--- config.mk ---
export PLATFORM = sky130hd
export DESIGN_NAME = sram_arbiter
export DESIGN_NICKNAME = d
export VERILOG_FILES = /design/src/rtl/sram_arb_pkg.sv /design/src/rtl/sram_hold_timer.sv /design/src/rtl/sram_arbiter.sv
export SDC_FILE = /design/constraint.sdc
export NUM_CORES = 1
export LEC_CHECK = 0
export ABC_AREA = 0
export BUFFER_PORTS_ARGS = -buffer_cell sky130_fd_sc_hd__buf_4
export CORE_MARGIN = 5
export CORE_UTILIZATION = 28
export DETAILED_ROUTE_END_ITERATION = 12
export PLACE_DENSITY = 0.57
export SLEW_MARGIN = 20
export SYNTH_ARGS = -nofsm -noshare
export SYNTH_HDL_FRONTEND = slang
export SYNTH_SLANG_ARGS = --single-unit
export TNS_END_PERCENT = 20
--- constraint.sdc ---
create_clock -name clk -period 4.35 [get_ports clk]
set_input_delay 0.6525 -clock clk [delete_from_list [all_inputs] [get_ports clk]]
set_output_delay 0.6525 -clock clk [all_outputs]
set_load 0.02 [all_outputs]
--- src/rtl/sram_arb_pkg.sv ---
// Shared definitions for the SRAM arbiter: sequencer states, default
// geometry and the write-strobe levels used by the write phases.
package sram_arb_pkg;

  typedef enum logic [2:0] {
    S_BOOT,
    S_CFG_RD,
    S_CFG_LAT,
    S_READ,
    S_WR_SETUP,
    S_WR_PULSE,
    S_WR_HOLD
  } arb_state_e;

  localparam int unsigned ADDR_W_DEF    = 19;
  localparam int unsigned DATA_W_DEF    = 8;
  localparam logic [18:0] CFG_ADDR_DEF  = 19'h08FD5;
  localparam int unsigned BOOT_WAIT_DEF = 32;
  localparam int unsigned HOLD_TAIL_DEF = 255;

  localparam logic WE_ASSERT = 1'b0;
  localparam logic WE_IDLE   = 1'b1;

endpackage

--- src/rtl/sram_hold_timer.sv ---
// Saturating cycle counter: restart clears it, enable advances it, and
// expired is high once LIMIT enabled cycles have been seen.
module sram_hold_timer #(
  parameter int unsigned LIMIT = 254
) (
  input  logic clk_i,
  input  logic rst_ni,
  input  logic restart_i,
  input  logic enable_i,
  output logic expired_o
);

  localparam int unsigned CNT_W = $clog2(LIMIT + 2);

  logic [CNT_W-1:0] cnt_q;

  assign expired_o = (cnt_q == CNT_W'(LIMIT));

  always_ff @(posedge clk_i or negedge rst_ni) begin
    if (!rst_ni) begin
      cnt_q <= '0;
    end else if (restart_i) begin
      cnt_q <= '0;
    end else if (enable_i && !expired_o) begin
      cnt_q <= cnt_q + CNT_W'(1);
    end
  end

endmodule

--- src/rtl/sram_arbiter.sv ---
// Sequences the shared asynchronous SRAM between the boot config read,
// loader writes and pipelined core ROM reads; also drives the core hold.
module sram_arbiter
  import sram_arb_pkg::*;
#(
  parameter int unsigned       ADDR_W    = ADDR_W_DEF,
  parameter int unsigned       DATA_W    = DATA_W_DEF,
  parameter logic [ADDR_W-1:0] CFG_ADDR  = ADDR_W'(CFG_ADDR_DEF),
  parameter int unsigned       BOOT_WAIT = BOOT_WAIT_DEF,
  parameter int unsigned       HOLD_TAIL = HOLD_TAIL_DEF
) (
  input  logic              clk,
  input  logic              reset_n,
  input  logic              ldr_req,
  input  logic [ADDR_W-1:0] ldr_addr,
  input  logic [DATA_W-1:0] ldr_data,
  output logic              ldr_ack,
  input  logic [ADDR_W-1:0] core_addr,
  output logic [DATA_W-1:0] core_data,
  output logic              core_valid,
  output logic [DATA_W-1:0] cfg_data,
  output logic              cfg_valid,
  output logic              core_hold,
  output logic [ADDR_W-1:0] sram_addr,
  output logic [DATA_W-1:0] sram_dout,
  output logic              sram_oe,
  input  logic [DATA_W-1:0] sram_din,
  output logic              sram_we_n
);

  arb_state_e        state_q;
  logic [ADDR_W-1:0] sram_addr_q;
  logic [DATA_W-1:0] sram_dout_q;
  logic              sram_oe_q;
  logic              sram_we_n_q;
  logic              ldr_ack_q;
  logic [DATA_W-1:0] core_data_q;
  logic              core_valid_q;
  logic              rd_pend_q;
  logic [DATA_W-1:0] cfg_data_q;
  logic              cfg_valid_q;
  logic              core_hold_q;
  logic              loaded_q;

  logic boot_done;
  logic tail_done;
  logic hold_restart;
  logic hold_count;
  logic hold_release;

  assign hold_restart = ldr_req || (state_q != S_READ);
  assign hold_count   = (state_q == S_READ) && !ldr_req && loaded_q;
  // Release only after at least one completed load and a latched config byte.
  assign hold_release = tail_done && hold_count && cfg_valid_q;

  sram_hold_timer #(
    .LIMIT (BOOT_WAIT - 1)
  ) u_boot_timer (
    .clk_i     (clk),
    .rst_ni    (reset_n),
    .restart_i (1'b0),
    .enable_i  (state_q == S_BOOT),
    .expired_o (boot_done)
  );

  sram_hold_timer #(
    .LIMIT (HOLD_TAIL - 1)
  ) u_tail_timer (
    .clk_i     (clk),
    .rst_ni    (reset_n),
    .restart_i (hold_restart),
    .enable_i  (hold_count),
    .expired_o (tail_done)
  );

  always_ff @(posedge clk or negedge reset_n) begin
    if (!reset_n) begin
      state_q      <= S_BOOT;
      sram_addr_q  <= CFG_ADDR;
      sram_dout_q  <= '0;
      sram_oe_q    <= 1'b0;
      sram_we_n_q  <= WE_IDLE;
      ldr_ack_q    <= 1'b0;
      core_data_q  <= '0;
      core_valid_q <= 1'b0;
      rd_pend_q    <= 1'b0;
      cfg_data_q   <= '0;
      cfg_valid_q  <= 1'b0;
      core_hold_q  <= 1'b1;
      loaded_q     <= 1'b0;
    end else begin
      ldr_ack_q    <= 1'b0;
      rd_pend_q    <= 1'b0;
      // A read issued in the last READ cycle still retires, even when a write starts.
      core_valid_q <= rd_pend_q;
      if (rd_pend_q) begin
        core_data_q <= sram_din;
      end

      if (ldr_req) begin
        core_hold_q <= 1'b1;
      end else if (hold_release) begin
        core_hold_q <= 1'b0;
      end

      unique case (state_q)
        S_BOOT: begin
          sram_addr_q <= CFG_ADDR;
          if (boot_done) begin
            state_q <= S_CFG_RD;
          end
        end
        S_CFG_RD: begin
          sram_addr_q <= CFG_ADDR;
          state_q     <= S_CFG_LAT;
        end
        S_CFG_LAT: begin
          cfg_data_q  <= sram_din;
          cfg_valid_q <= 1'b1;
          state_q     <= S_READ;
        end
        S_READ: begin
          if (ldr_req) begin
            sram_addr_q <= ldr_addr;
            sram_dout_q <= ldr_data;
            sram_oe_q   <= 1'b1;
            sram_we_n_q <= WE_IDLE;
            state_q     <= S_WR_SETUP;
          end else begin
            sram_addr_q <= core_addr;
            rd_pend_q   <= 1'b1;
          end
        end
        S_WR_SETUP: begin
          sram_we_n_q <= WE_ASSERT;
          state_q     <= S_WR_PULSE;
        end
        S_WR_PULSE: begin
          sram_we_n_q <= WE_IDLE;
          ldr_ack_q   <= 1'b1;
          loaded_q    <= 1'b1;
          state_q     <= S_WR_HOLD;
        end
        S_WR_HOLD: begin
          sram_oe_q <= 1'b0;
          state_q   <= S_READ;
        end
        default: begin
          state_q <= S_BOOT;
        end
      endcase
    end
  end

  assign sram_addr  = sram_addr_q;
  assign sram_dout  = sram_dout_q;
  assign sram_oe    = sram_oe_q;
  assign sram_we_n  = sram_we_n_q;
  assign ldr_ack    = ldr_ack_q;
  assign core_data  = core_data_q;
  assign core_valid = core_valid_q;
  assign cfg_data   = cfg_data_q;
  assign cfg_valid  = cfg_valid_q;
  assign core_hold  = core_hold_q;

endmodule
; Word level (Yosys, flattened, before mapping)
; Index checks and enable logic that the tools add are counted.
[word_totals]
ff_bits = 68
in_bits = 57
output_inout_bits = 49
wordCells = 65
[classes]
add_sub_neg = 2
n_eq_ne = 11
n_mux = 15
reduce_logical = 22
[ops]
columns = cell, n
row1 = $pmux 19 s2, 1
row2 = $mux 19, 1
row3 = $pmux 3 s6, 1
row4 = $mux 8, 2
row5 = $eq 3x3->1 const B, 3
row6 = $add 8x1->8 const B, 1
row7 = $eq 8x8->1 const B, 1
row8 = $reduce_and 2->1, 4
row9 = $reduce_bool 2->1, 4
row10 = $add 6x1->6 const B, 1
row11 = $eq 3x2->1 const B, 2
row12 = $eq 6x5->1 const B, 1
row13 = $logic_and 1x1->1, 6
row14 = $mux 1, 6
row15 = $mux 3, 2
row16 = $ne 2x2->1 const B, 2
row17 = $reduce_or 2->1, 2
row18 = $eq 3x1->1 const B, 1
row19 = $logic_not 1->1, 3
row20 = $logic_not 3->1, 1
row21 = $ne 3x2->1 const B, 1
row22 = $pmux 1 s3, 1
row23 = $reduce_bool 3->1, 1
row24 = $pmux 1 s2, 1
row25 = $logic_or 1x1->1, 1

; Depth between registers and ports, before layout
[depth]
depth_word = 7
mapped_depth = 7
depth_no_buf = 5

; By module
; From an unflattened synthesis, not the netlist that was laid out.
[unflattened]
cells_unflattened = 251
hier_area_um2 = 3133.0
[by_module_without_submodules]
columns = module, n_inst, cells_each, area_each_um2, seq_area_each_um2
row1 = sram_arbiter, 1, 158, 2243.4, 1366.3
row2 = sram_hold_timer (u_tail_timer), 1, 54, 519.2, 200.2
row3 = sram_hold_timer (u_boot_timer), 1, 39, 370.4, 150.1

; Least setup slack after synthesis
; OpenSTA, ideal clock, no wires.
[synth_timing]
kind = input -> register
from = input ldr_req
to = register u_tail_timer.cnt_q[6]
setup_time_ns = 0.066
arrival_time_ns = 1.530
t_required_ns = 4.284
path_slack_ns = 2.753
stages = 4
n_path_buf = 1
cell_sequence = nand4bb_1 > buf_2 > or4_1 > nand2_1
[synth_between]
elab_chain_len = 5
[synth_rtl]
columns = element, line_no
row1 = start: declaration, sram_arbiter.sv:14  ; input logic ldr_req,
row2 = $logic_not 1->1, sram_arbiter.sv:52  ; assign hold_count = (state_q == S_READ) && !ldr_req && loaded_q;
row3 = $logic_and 1x1->1 (2 in a row), sram_arbiter.sv:52
row4 = $logic_and 1x1->1, sram_hold_timer.sv:24  ; end else if (enable_i && !expired_o) begin
row5 = $reduce_bool 2->1 (no line), n/a
row6 = end signal: assignment, sram_hold_timer.sv:25  ; cnt_q <= cnt_q + CNT_W'(1);
row7 = end: declaration, sram_hold_timer.sv:15  ; logic [CNT_W-1:0] cnt_q;
; Several ways; a longest one is shown, not always the timed one.
; A chain may end at the register's enable or synchronous reset.

; Worst setup path after layout
[layout_timing]
from = register state_q[2]
to = register u_tail_timer.cnt_q[6]
[layout_between]
elab_chain_len = 5
[layout_rtl]
columns = element, line_no
row1 = start: declaration, sram_arbiter.sv:31  ; arb_state_e state_q;
row2 = start signal: assignment, sram_arbiter.sv:78  ; state_q <= S_BOOT;
row3 = start signal: assignment, sram_arbiter.sv:110  ; state_q <= S_CFG_RD;
row4 = start signal: assignment, sram_arbiter.sv:115  ; state_q <= S_CFG_LAT;
row5 = $eq 3x2->1, sram_arbiter.sv:52
row6 = $logic_and 1x1->1 (2 in a row), sram_arbiter.sv:52
row7 = $logic_and 1x1->1, sram_hold_timer.sv:24
row8 = $reduce_bool 2->1 (no line), n/a
; Several ways; a longest one is shown, not always the timed one.

==> flow_metrics.py <==
metrics = {
    "setup_path": {
        "critPathKind": "flop to flop",
        "crit_required_ps": 4630,
        "path_buf_inv": 1,
        "worstPathMaxFanout": 20,
        "crit_slowest_cell": "nand4bb_1",
        "r2r_cells": 4,
        "critical_path_depth": 4,
        "reg2reg_slack_ps": 1910,
        "timing.critical_path.cells": "nand4bb_1 -> inv_2 -> o311ai_0 -> nand2_1",
        "end_kind": "flop",
        "critPathTopFamily": "simple AND/OR/NAND/NOR gates",
        "worstPathArrival_ps": 2720,
        "cpPeakStageDelay_ps": 890,
        "cp-start-kind": "flop",
    },
    "clocking": {
        "path_clk_slew_ps": 80,
        "clockBufferDepth": 2,
        "htree_levels": 3,
        "numCtsBuffers": 9,
        "cts_setup_buffers": 0,
        "clk_latency_ps": 350,
        "hold_buffers": 0,
        "clockRootBuffer": "clkbuf_8",
        "cts.sinks": 68,
        "cts_resized": 0,
        "cts_tree": "yes",
    },
    "final_layout": {
        "n_antenna_cell": 0,
        "drive_gt1_share_pct": 42.4,
        "nNetsFinal": 418,
        "area_delta_synth_final_pct": 36.4,
    },
    "detailed_routing": {
        "wl_met2_um": 3630,
        "first_pass_iters": 4,
        "top_layer": "met4",
        "num_vias": 2355,
        "wl_per_cell_um": 15.3,
        "route.met3.wl_um": 476,
        "first_iter_violations": 84,
        "ant_nets": 0,
        "drc": 0,
        "vias_per_cell": 4.72,
        "wirelength_um": 7650,
        "wl_met1_um": 3380,
    },
    "hold_path": {
        "hold_path.class": "input pin to asynchronous set/reset pin",
    },
    "global_route": {
        "track_usage_pct": 12.1,
        "grt_pass1_wl_um": 12500,
        "antenna_found_initial": 0,
        "overflow": 0,
        "grt_pass1_vias": 2496,
        "grt_max_degree": 69,
    },
    "timing": {
        "setup-violations-final": 0,
        "setup_tns_ps": 0,
        "worst_slew_pin_slew_ps": 869,
        "finClkSkew_ps": 11.8,
        "fmax_ghz": 0.409,
        "grt_setup_unrepaired": "false",
        "fin_crit_sh_pct": 56.2,
        "hold_viol": 0,
        "fin_crit_ps": 2440,
        "relSlewSlack_pct": 41.8,
        "slew_violations": 0,
    },
    "logic_synthesis": {
        "syn_avg_cell_area_um2": 11.7,
        "synth_area_leaders": "dfrtp_1 46%, dfstp_2 10%, nand2_1 4.5%, mux2_4 4.0%, a221o_1 3.0%",
        "ys_ff_latch": 68,
        "synth-edff-count": 0,
        "yosysMostFrequentCell": "dfrtp_1",
        "synth_fp_nets": 318,
        "ys.flop_type": "dfrtp_1",
        "async_reset_ff_share_pct": 100,
        "ys_types": 47,
        "yosys_warnings": 0,
        "ys_seq_area_share_pct": 57.0,
        "netlist_instances": 258,
        "synth_area_um2": 3010,
        "synth_top_area_share_pct": 46.5,
        "yosysTopAreaCell": "dfrtp_1",
        "synth_commonest_cells": "56 x dfrtp_1, 36 x nand2_1, 13 x o21ai_1",
    },
    "floorplan": {
        "fp.dieH_um": 114,
        "ios": 106,
        "start_util_pct": 28.9,
        "coreArea_um2": 10400,
        "die_w_um": 114,
        "die_area_um2": 12900,
        "rows": 37,
    },
    "power_and_ir_drop": {
        "p_total_mw": 3.01,
        "power_leakage_nw": 1.91,
        "power_density_nw_per_um2": 731,
        "vdd_drop_max_mv": 0.288,
    },
    "run_status": {
        "status": "completed",
    },
    "placement": {
        "port_buffers": 105,
        "gp_congestion": 0.753,
        "hpwl_um": 5380,
    },
    "job": {
        "cap_violations": 0,
    },
}
[cell type report]
cell class | count | area (µm²)
fill | 1030 | 6300
tap | 136 | 170
sequential | 68 | 1720
multi-input combinational | 167 | 1170
timing repair buffer | 105 | 788
clock buffer | 10 | 128
inverter | 7 | 26.3
clock inverter | 6 | 113
[worst reg2reg max path, delay by kind of cell (launching register included)]
family	cells	cell delay [ps]
compound gates	1	210
buf+inv	1	570
simple gates	2	980
flops	1	630
[cell usage in the layout, fill, tap and decap left out, types with 9 or more instances in the layout]
| cell type | n |
|---|---|
| a221o_1 | 9 |
| and2_1 | 9 |
| buf_4 | 105 |
| clkbuf_8 | 9 |
| dfrtp_1 | 56 |
| dfstp_2 | 12 |
| nand2_1 | 36 |
| o21ai_0 | 12 |
| o21ai_1 | 13 |
| o22ai_1 | 11 |
[where the power goes]
part,switching [mW],total [mW],internal (mW)
combinational,0.666,1.25,0.587
sequential,0.216,1.12,0.906
clock,0.248,0.630,0.382
[metal layers]
layer  vias up  track usage (%)
met3         8             3.18
met5         -                0
met2        68             19.1
li1       1138                -
met1      1141             15.9
met4         0             4.73
[flip-flops by register name, summed over array words and instances (netlist names), 3 cells and up]
| register | flops |
|---|---|
| cfg_data | 8 |
| core_data | 8 |
| sram_addr | 19 |
| sram_dout | 8 |
| state_q | 3 |
| u_boot_timer.cnt_q | 6 |
| u_tail_timer.cnt_q | 8 |
[final timing paths]
| path | start | end |
|---|---|---|
| max | state_q[2] | u_tail_timer.cnt_q[6] |
| min | reset_n | core_valid |
| max reg2reg | state_q[2] | u_tail_timer.cnt_q[6] |
| min reg2reg | core_hold | core_hold |
| max in group asynchronous | reset_n | sram_dout[6] |
| min in group clk | core_hold | core_hold |
[logic make-up after synthesis]
kind of cell | synth area share [%]
buffers and inverters | 4.19
AOI/OAI and AO/OA | 13.9
xor gates and xnor gates | 0.581
adders and majority gates | 1.25
and+or+nand+nor | 14.3
DFF | 57.0
muxes | 8.76
[per-stage QoR]
stage / cell area, µm² / utilization, % / cells / setup WS (ps) / hold WS, ps
finish: 4110 / 39.5 / 499 / 1910 / 394
detailed placement: 3870 / 37.2 / 483 / 1820 / 469
global placement: 3870 / 37.2 / 483 / 1850 / 466
global route: 4110 / 39.5 / 499 / 1610 / 487
CTS: 4110 / 39.5 / 499 / 1870 / 449
floorplan: 3010 / - / 258 / 2750 / 352
Power figures use the tool's default switching activity.
